[config.mk]
export PLATFORM = sky130hd
export DESIGN_NAME = bitwise_feeder
export DESIGN_NICKNAME = d
export VERILOG_FILES = /design/src/rtl/bitwise_feeder.sv
export SDC_FILE = /design/constraint.sdc
export NUM_CORES = 1
export LEC_CHECK = 0
export BUFFER_PORTS_ARGS = -buffer_cell sky130_fd_sc_hd__buf_2
export CELL_PAD_IN_SITES_DETAIL_PLACEMENT = 1
export CELL_PAD_IN_SITES_GLOBAL_PLACEMENT = 2
export CORE_MARGIN = 10
export CORE_UTILIZATION = 29
export DETAILED_ROUTE_END_ITERATION = 6
export PLACE_DENSITY = 0.84
export SETUP_SLACK_MARGIN = 0.4
export SYNTH_ARGS = -nofsm -noshare
export SYNTH_HDL_FRONTEND = slang
export SYNTH_SLANG_ARGS = --single-unit
[constraint.sdc]
create_clock -name clk -period 1.8 [get_ports clk]
set_clock_uncertainty 0.1 [all_clocks]
set_input_delay 0.09 -clock clk [delete_from_list [all_inputs] [get_ports clk]]
set_output_delay 0.09 -clock clk [all_outputs]
set_load 0.005 [all_outputs]
[src/rtl/bitwise_feeder.sv]
// bitwise_feeder: takes whole words over valid/ready and drives the bitwise
// shift register. Each word goes out as an MSB-first serial stream on d/en,
// or as a single parallel-load pulse on load_en/load.
module bitwise_feeder #(
  parameter int unsigned WIDTH = 8,
  parameter int unsigned GAP   = 0
) (
  input  logic             clk,
  input  logic             reset,
  input  logic             in_valid,
  input  logic [WIDTH-1:0] in_data,
  input  logic             in_mode,
  output logic             in_ready,
  output logic             d,
  output logic             en,
  output logic             load_en,
  output logic [WIDTH-1:0] load,
  output logic             busy,
  output logic             done
);

  localparam int unsigned BIT_W = (WIDTH > 1) ? $clog2(WIDTH) : 1;
  localparam int unsigned GAP_W = 4;
  localparam logic [BIT_W-1:0] BIT_LAST = BIT_W'(WIDTH - 1);
  // Unused when GAP is 0; clamped so the subtraction never wraps.
  localparam logic [GAP_W-1:0] GAP_LAST = GAP_W'((GAP > 0) ? GAP - 1 : 0);
  localparam bit HAS_GAP = (GAP > 0);

  typedef enum logic [1:0] {
    S_IDLE  = 2'd0,
    S_SHIFT = 2'd1,
    S_GAP   = 2'd2,
    S_LOAD  = 2'd3
  } state_t;

  state_t           state, state_n;
  logic [WIDTH-1:0] sr, sr_n;
  logic [BIT_W-1:0] bit_cnt, bit_cnt_n;
  logic [GAP_W-1:0] gap_cnt, gap_cnt_n;
  logic             done_n;
  logic             accept;

  // in_ready is only ever high while in IDLE, so it alone qualifies acceptance.
  assign accept = in_valid & in_ready;

  // State and datapath registers.
  always_ff @(posedge clk) begin
    if (reset) begin
      state   <= S_IDLE;
      sr      <= '0;
      bit_cnt <= '0;
      gap_cnt <= '0;
    end else begin
      state   <= state_n;
      sr      <= sr_n;
      bit_cnt <= bit_cnt_n;
      gap_cnt <= gap_cnt_n;
    end
  end

  // Next-state, shift register and counter update.
  always_comb begin
    state_n   = state;
    sr_n      = sr;
    bit_cnt_n = bit_cnt;
    gap_cnt_n = gap_cnt;
    done_n    = 1'b0;
    case (state)
      S_IDLE: begin
        if (accept) begin
          sr_n      = in_data;
          bit_cnt_n = '0;
          gap_cnt_n = '0;
          state_n   = in_mode ? S_LOAD : S_SHIFT;
        end
      end
      S_SHIFT: begin
        sr_n      = {sr[WIDTH-2:0], 1'b0};
        bit_cnt_n = bit_cnt + BIT_W'(1);
        gap_cnt_n = '0;
        if (bit_cnt == BIT_LAST) begin
          state_n = S_IDLE;
          done_n  = 1'b1;
        end else if (HAS_GAP) begin
          state_n = S_GAP;
        end else begin
          state_n = S_SHIFT;
        end
      end
      S_GAP: begin
        if (gap_cnt == GAP_LAST) begin
          state_n = S_SHIFT;
        end else begin
          gap_cnt_n = gap_cnt + GAP_W'(1);
        end
      end
      S_LOAD: begin
        state_n = S_IDLE;
        done_n  = 1'b1;
      end
      default: begin
        state_n = S_IDLE;
      end
    endcase
  end

  // Outputs are registered from the upcoming state so each one lines up
  // with the cycle that state is active; d and load are forced to 0 when
  // their qualifier is low.
  always_ff @(posedge clk) begin
    if (reset) begin
      in_ready <= 1'b0;
      d        <= 1'b0;
      en       <= 1'b0;
      load_en  <= 1'b0;
      load     <= '0;
      busy     <= 1'b0;
      done     <= 1'b0;
    end else begin
      in_ready <= (state_n == S_IDLE);
      en       <= (state_n == S_SHIFT);
      d        <= (state_n == S_SHIFT) & sr_n[WIDTH-1];
      load_en  <= (state_n == S_LOAD);
      load     <= (state_n == S_LOAD) ? sr_n : '0;
      busy     <= (state_n != S_IDLE);
      done     <= done_n;
    end
  end

endmodule

# After elaboration in Yosys (flattened, before gate mapping)
# Index checks and enable logic that the tools add are counted.
dict set report totals {
  regBits 31
  input_bits 12
  out_inout_bits 14
  word_cells 47
}
dict set report op_classes {
  bitwise 3
  eq_ne 8
  n_mux 14
  add_sub_neg 2
  reduce_logical 9
}
# operator n
set op_table {}
lappend op_table {{case mux 8 bit (2 select lines)} 1}
lappend op_table {{case mux 4 bit (3 select lines)} 1}
lappend op_table {{two-way mux 4 bit} 2}
lappend op_table {{two-way mux 8 bit} 1}
lappend op_table {{case mux 2 bit (4 select lines)} 1}
lappend op_table {{equality test 2 bit, second input constant} 3}
lappend op_table {{two-way mux 2 bit} 3}
lappend op_table {{case mux 3 bit (2 select lines)} 1}
lappend op_table {{adder 4 x 1 -> 4 bit, second input constant} 1}
lappend op_table {{equality test 2 x 1 -> 1 bit, second input constant} 2}
lappend op_table {{logical NOT 2 bit} 2}
lappend op_table {{logical NOT 4 bit} 1}
lappend op_table {{!= test 2 bit, second input constant} 2}
lappend op_table {{nonzero test 2 bit} 2}
lappend op_table {{adder 3 x 1 -> 3 bit, second input constant} 1}
lappend op_table {{equality test 3 bit, second input constant} 1}
lappend op_table {{two-way mux 3 bit} 1}
lappend op_table {{AND reduction 3 bit} 1}
lappend op_table {{nonzero test 3 bit} 1}
lappend op_table {{AND 1 bit} 2}
lappend op_table {{two-way mux 1 bit} 2}
lappend op_table {{case mux 1 bit (2 select lines)} 1}
lappend op_table {{AND reduction 2 bit} 1}
lappend op_table {{OR reduction 2 bit} 1}
lappend op_table {{inverter 1 bit} 1}

# Longest topological paths before layout
dict set report depth {
  depth_word 6
  ltp_mapped 7
  depth_no_buf 6
}

# Worst setup path before layout
# OpenSTA, ideal clock, no wires.
dict set report synth_path {
  kind {flip-flop to flip-flop}
  start {reg gap_cnt[0]}
  end {reg gap_cnt[2]}
  setup_time_ps 59
  period_less_slack_ps 1761
  arrival_time_ps 1602
  n_path_buf 0
  path_stages_with_launch 7
  slack_ps 39
  required_ps 1641
  path_cell_list {dfxtp_1 -> inv_1 -> ha_1 -> or3b_4 -> a22o_4 -> a2111o_1 -> nand2_1}
}
dict set report synth_via {
  elab_chain_len 3
  word_cells_on_any_way 6
  classes_between {add/sub (1); eq/ne (1); mux (2); reduce/logical (2)}
}
# element line
set synth_rtl {}
lappend synth_rtl {{start, declared} 39} ;# logic [GAP_W-1:0] gap_cnt, gap_cnt_n;
lappend synth_rtl {{start signal, assigned} 57} ;# gap_cnt <= gap_cnt_n;
lappend synth_rtl {{adder 4 x 1 -> 4 bit or logical NOT 4 bit (tied branches)} {94, 91}}
lappend synth_rtl {{two-way mux 4 bit or != test 2 bit (tied branches)} -}
lappend synth_rtl {{case mux 4 bit (3 select lines) or AND reduction 3 bit (tied branches)} -}
# Parallel ways exist; a longest one is shown, timed or not. The select of a mux whose other input is x is not followed.
# A chain may end at the register's enable or synchronous reset.

# Final worst setup path
dict set report layout_path {
  start {reg gap_cnt[1]}
  end {reg gap_cnt[2]}
}
# The elaborated chain is that of the path after synthesis.

==> reports/results.txt <==
After floorplanning, the core was sized to cover 3720 µm². The run gives 30.6% as the starting density of the core. The number of clock sinks is 31.

The run gives 2 as the number of H-tree levels. The cell leakage power is 0.847 nW. The largest area contributor in the synthesized netlist was sky130_fd_sc_hd__dfxtp_1.

For the number of endpoints with negative hold slack in the final report, the log shows 0. STA puts the critical path data required time at 1.93 ns. The logs give 0.000416 V for the maximum resistive drop on vdd and 53.3% for the post-route core utilization.

The number of enable-type register cells in the synthesized netlist is 0, and the count of unique library cells instantiated by Yosys is 32. The startpoint identified for the worst register-to-register timing path is gap_cnt[1]$_SDFFE_PP0P_. The share of total power consumed by net switching is 24.5%, and the slew at the pin closest to its max-slew limit is 0.586 ns. Buffers inserted during clock tree synthesis total 5. Clock latency reported for the late side of the worst-skew pair: 0.29 ns.

In the final routed layout, each cell accounts on average for 17.0 µm. The die area was 6830 µm²; the relative contribution of the clock network to total power was 39.9%. The final layout contains 195 nets.

The chip height works out to 82.7 µm. Summed over all layers, the global routing overflow is 0. After clock tree synthesis, the clock-pin slew on the worst setup and hold paths is 0.06 ns.

For the number of placement rows, the log shows 22. The number of global-route vias before repair came out at 1147. The share of synthesized area in the top cell type comes to 54.5%.

The cell area that synthesis handed to floorplanning was 1140 µm². In this run, flip-flops and latches consume 41.1% of the power. The tools report the maximum clock frequency as 562 MHz. Summed over all nets, the switching power comes to 0.438 mW. In this run, the number of DRC markers left after iteration 0 of detailed routing was 122.

The run finished with clean final reports. The nature of the critical path startpoint was a flop. After routing, the total negative slack on setup checks comes to 0 ns. The fraction of the yosys area taken by sequential cells was 54.5%. Port buffer count: 25. The tool flagged a number of max-cap violations equal to 0. The worst register-to-register path ends at gap_cnt[2]$_SDFFE_PP0P_. TritonCTS built the clock tree.

In the synthesized netlist, the number of instances is 111. The post-route clock period utilization came out at 98.8%. For the post-detailed-route count of antenna-violating nets, the log shows 0. For the internal power, the log shows 1.35 mW.

The detailed router placed 1104 vias in this run. The run gives 0 as the number of pins with negative max-slew slack in the final report. The endpoint type of the worst setup path was a flop. No sink is reached through more buffers than the 2 on the longest clock path.

The tools report the worst-case register-to-register setup slack as 0.02 ns. Residual DRC count: 0. The congestion estimate from routability-driven global placement came to 0.733. For this run, the number of Yosys warnings is 0.

After filler insertion, the fill cell instance count of the layout stands at 420. Of all nets on the critical path, the largest fanout is 5. The fraction of registers with async set/reset is 0%. The share of cells above drive strength 1 is 61.1%, and the post-detailed-placement half-perimeter wirelength is 2160 µm. The tools report the global-route usage over all layers as 10.3%. Setup repair after global routing could not meet its margin everywhere. Leading register cell type out of synthesis: sky130_fd_sc_hd__dfxtp_1. For hold timing, the worst endpoint is sr[5]$_SDFF_PP0_. The logs give 1.91 ns for the critical path arrival and 0 for the antenna diode count.

The run gives 5260 µm as the first-pass GRT wire length. The type of the tightest min-delay check was input port to flop. Subtracting the final worst setup slack from the clock period gives 1.78 ns.

The layout overhead on the synthesized area is 73.8%, and the maximum number of pins on one net before global-route repair is 24. The post-synthesis area per instance was 10.3 µm²; the die width was 82.7 µm. The fraction of power consumed by combinational cells is 19.0%. After detailed routing, the total wire length is 3880 µm. Synthesis inferred 31 register bits. The run gives 61.0% as the headroom to the max-slew limit. The startpoint identified for the worst hold timing path is in_data[5].

The critical path is of the flop to flop type. The number of nets handed over by synthesis was 127. The number of cells on the worst reg-to-reg path is 6. For the number of placed I/O pins, the log shows 26. The count of cells along the worst hold path came out at 3. In this run the power density over the cells is 902 nW/µm². In the post-synthesis netlist, the biggest area contributors are sky130_fd_sc_hd__dfxtp_1 (55%), sky130_fd_sc_hd__nor2_1 (7.9%), sky130_fd_sc_hd__a222oi_1 (6.2%).

Setup violations remaining at the end of the flow were counted as 0. The tree is rooted in a sky130_fd_sc_hd__clkbuf_8. Before antenna repair, the detailed router went through 4 iterations. Dividing the detail-routed via count by the number of cells gives 4.84. The initial antenna violation count was 0.
## layer usage
layer,part of all wire (%),vias to the layer above,GRT usage [%]
met5,0,-,0
met4,2.2,0,6.35
met3,4.4,7,3.56
met2,53,21,18.3
met1,40,543,10.0
li1,-,533,-
## worst max-delay path, stage by stage, from the launching register on
cell                       delay [ns]
sky130_fd_sc_hd__dfxtp_2         0.33
sky130_fd_sc_hd__inv_2           0.07
sky130_fd_sc_hd__ha_4            0.13
sky130_fd_sc_hd__or3b_4          0.39
sky130_fd_sc_hd__a22o_4          0.26
sky130_fd_sc_hd__a2111o_1        0.38
sky130_fd_sc_hd__nand2_1         0.07
## synthesized netlist by cell type (all sizes together), types with 2 or more instances
library cell,count
inv,6
nor2,24
buf,4
and2,2
nand2,3
nor3,2
a21oi,2
ha,4
a211oi,2
dfxtp,31
nor3b,3
a22oi,4
a222oi,7
## flip-flops by register name, indices dropped and copies added (netlist names)
name and flops:
state 2, sr 8, d 1, in_ready 1, load 8, gap_cnt 4
load_en 1, en 1, busy 1, done 1, bit_cnt 3
## how the worst max path moves through the flow
stage	start	endpoint	slack (ns)	cells past startpoint
2_1_floorplan	gap_cnt[0]$_SDFFE_PP0P_	gap_cnt[2]$_SDFFE_PP0P_	0.10	6
3_3_place_gp	gap_cnt[0]$_SDFFE_PP0P_	gap_cnt[2]$_SDFFE_PP0P_	0.08	6
3_5_place_dp	gap_cnt[1]$_SDFFE_PP0P_	gap_cnt[2]$_SDFFE_PP0P_	0.02	6
4_1_cts	gap_cnt[1]$_SDFFE_PP0P_	gap_cnt[2]$_SDFFE_PP0P_	0.03	6
5_1_grt	gap_cnt[1]$_SDFFE_PP0P_	gap_cnt[2]$_SDFFE_PP0P_	-0.03	6
6_report	gap_cnt[1]$_SDFFE_PP0P_	gap_cnt[2]$_SDFFE_PP0P_	0.02	6
## repair_timing
item,CTS,global route
hold buffers,5,0
buffers inserted,15,13
cloned,0,1
pin swaps,9,11
gates resized for setup,19,20
setup endpoints to repair,25,27
endpoints found under the hold margin,7,0
## power by group through the flow
stage,Combinational [mW],Clock (mW),Sequential (mW)
final,0.340,0.712,0.733
after CTS,0.269,0.724,0.732
after floorplan,0.116,0,0.746
after detailed placement,0.185,0,0.749
after global routing,0.363,0.756,0.736
after global placement,0.177,0,0.747
## through the flow
step | hold WS, ns | cell area (µm²) | power (mW) | instances | worst slack [ns]
final | 0.0396 | 1980 | 1.78 | 228 | 0.0215
after global routing | 0.0455 | 1980 | 1.85 | 228 | -0.0299
after detailed placement | 0.277 | 1440 | 0.934 | 186 | 0.0153
after CTS | 0.00940 | 1780 | 1.72 | 214 | 0.0330
after global placement | 0.255 | 1440 | 0.925 | 186 | 0.0842
after floorplan | 0.0700 | 1220 | 0.861 | 111 | 0.104
## cell families after synthesis
group,share of synthesized area [%]
AOI/OAI and AO/OA,16.9
DFF,54.5
muxes,0.989
and+or+nand+nor,19.0
adders and majority gates,4.40
buffers and inverters,4.18
## area by class of cell
class	instances	area, µm²	area share (%)
Clock buffer	6	82.6	4.17
Sequential cell	31	637	32.2
Multi-Input combinational cell	69	644	32.6
Timing Repair Buffer	66	498	25.2
Inverter	6	22.5	1.14
Tap cell	48	60.1	3.03
Clock inverter	2	35.0	1.77
## cell usage in the layout, fill, tap and decap left out, drive strengths merged, types with 2 or more instances in the layout
cell type,instances
dlygate4sd3,5
clkbuf,7
and2,2
dfxtp,31
buf,60
a222oi,7
inv,6
nor3,2
nor2,24
a21oi,2
nand2,3
nor3b,3
a22oi,4
a211oi,2
ha,4
Power figures use the tool's default switching activity.
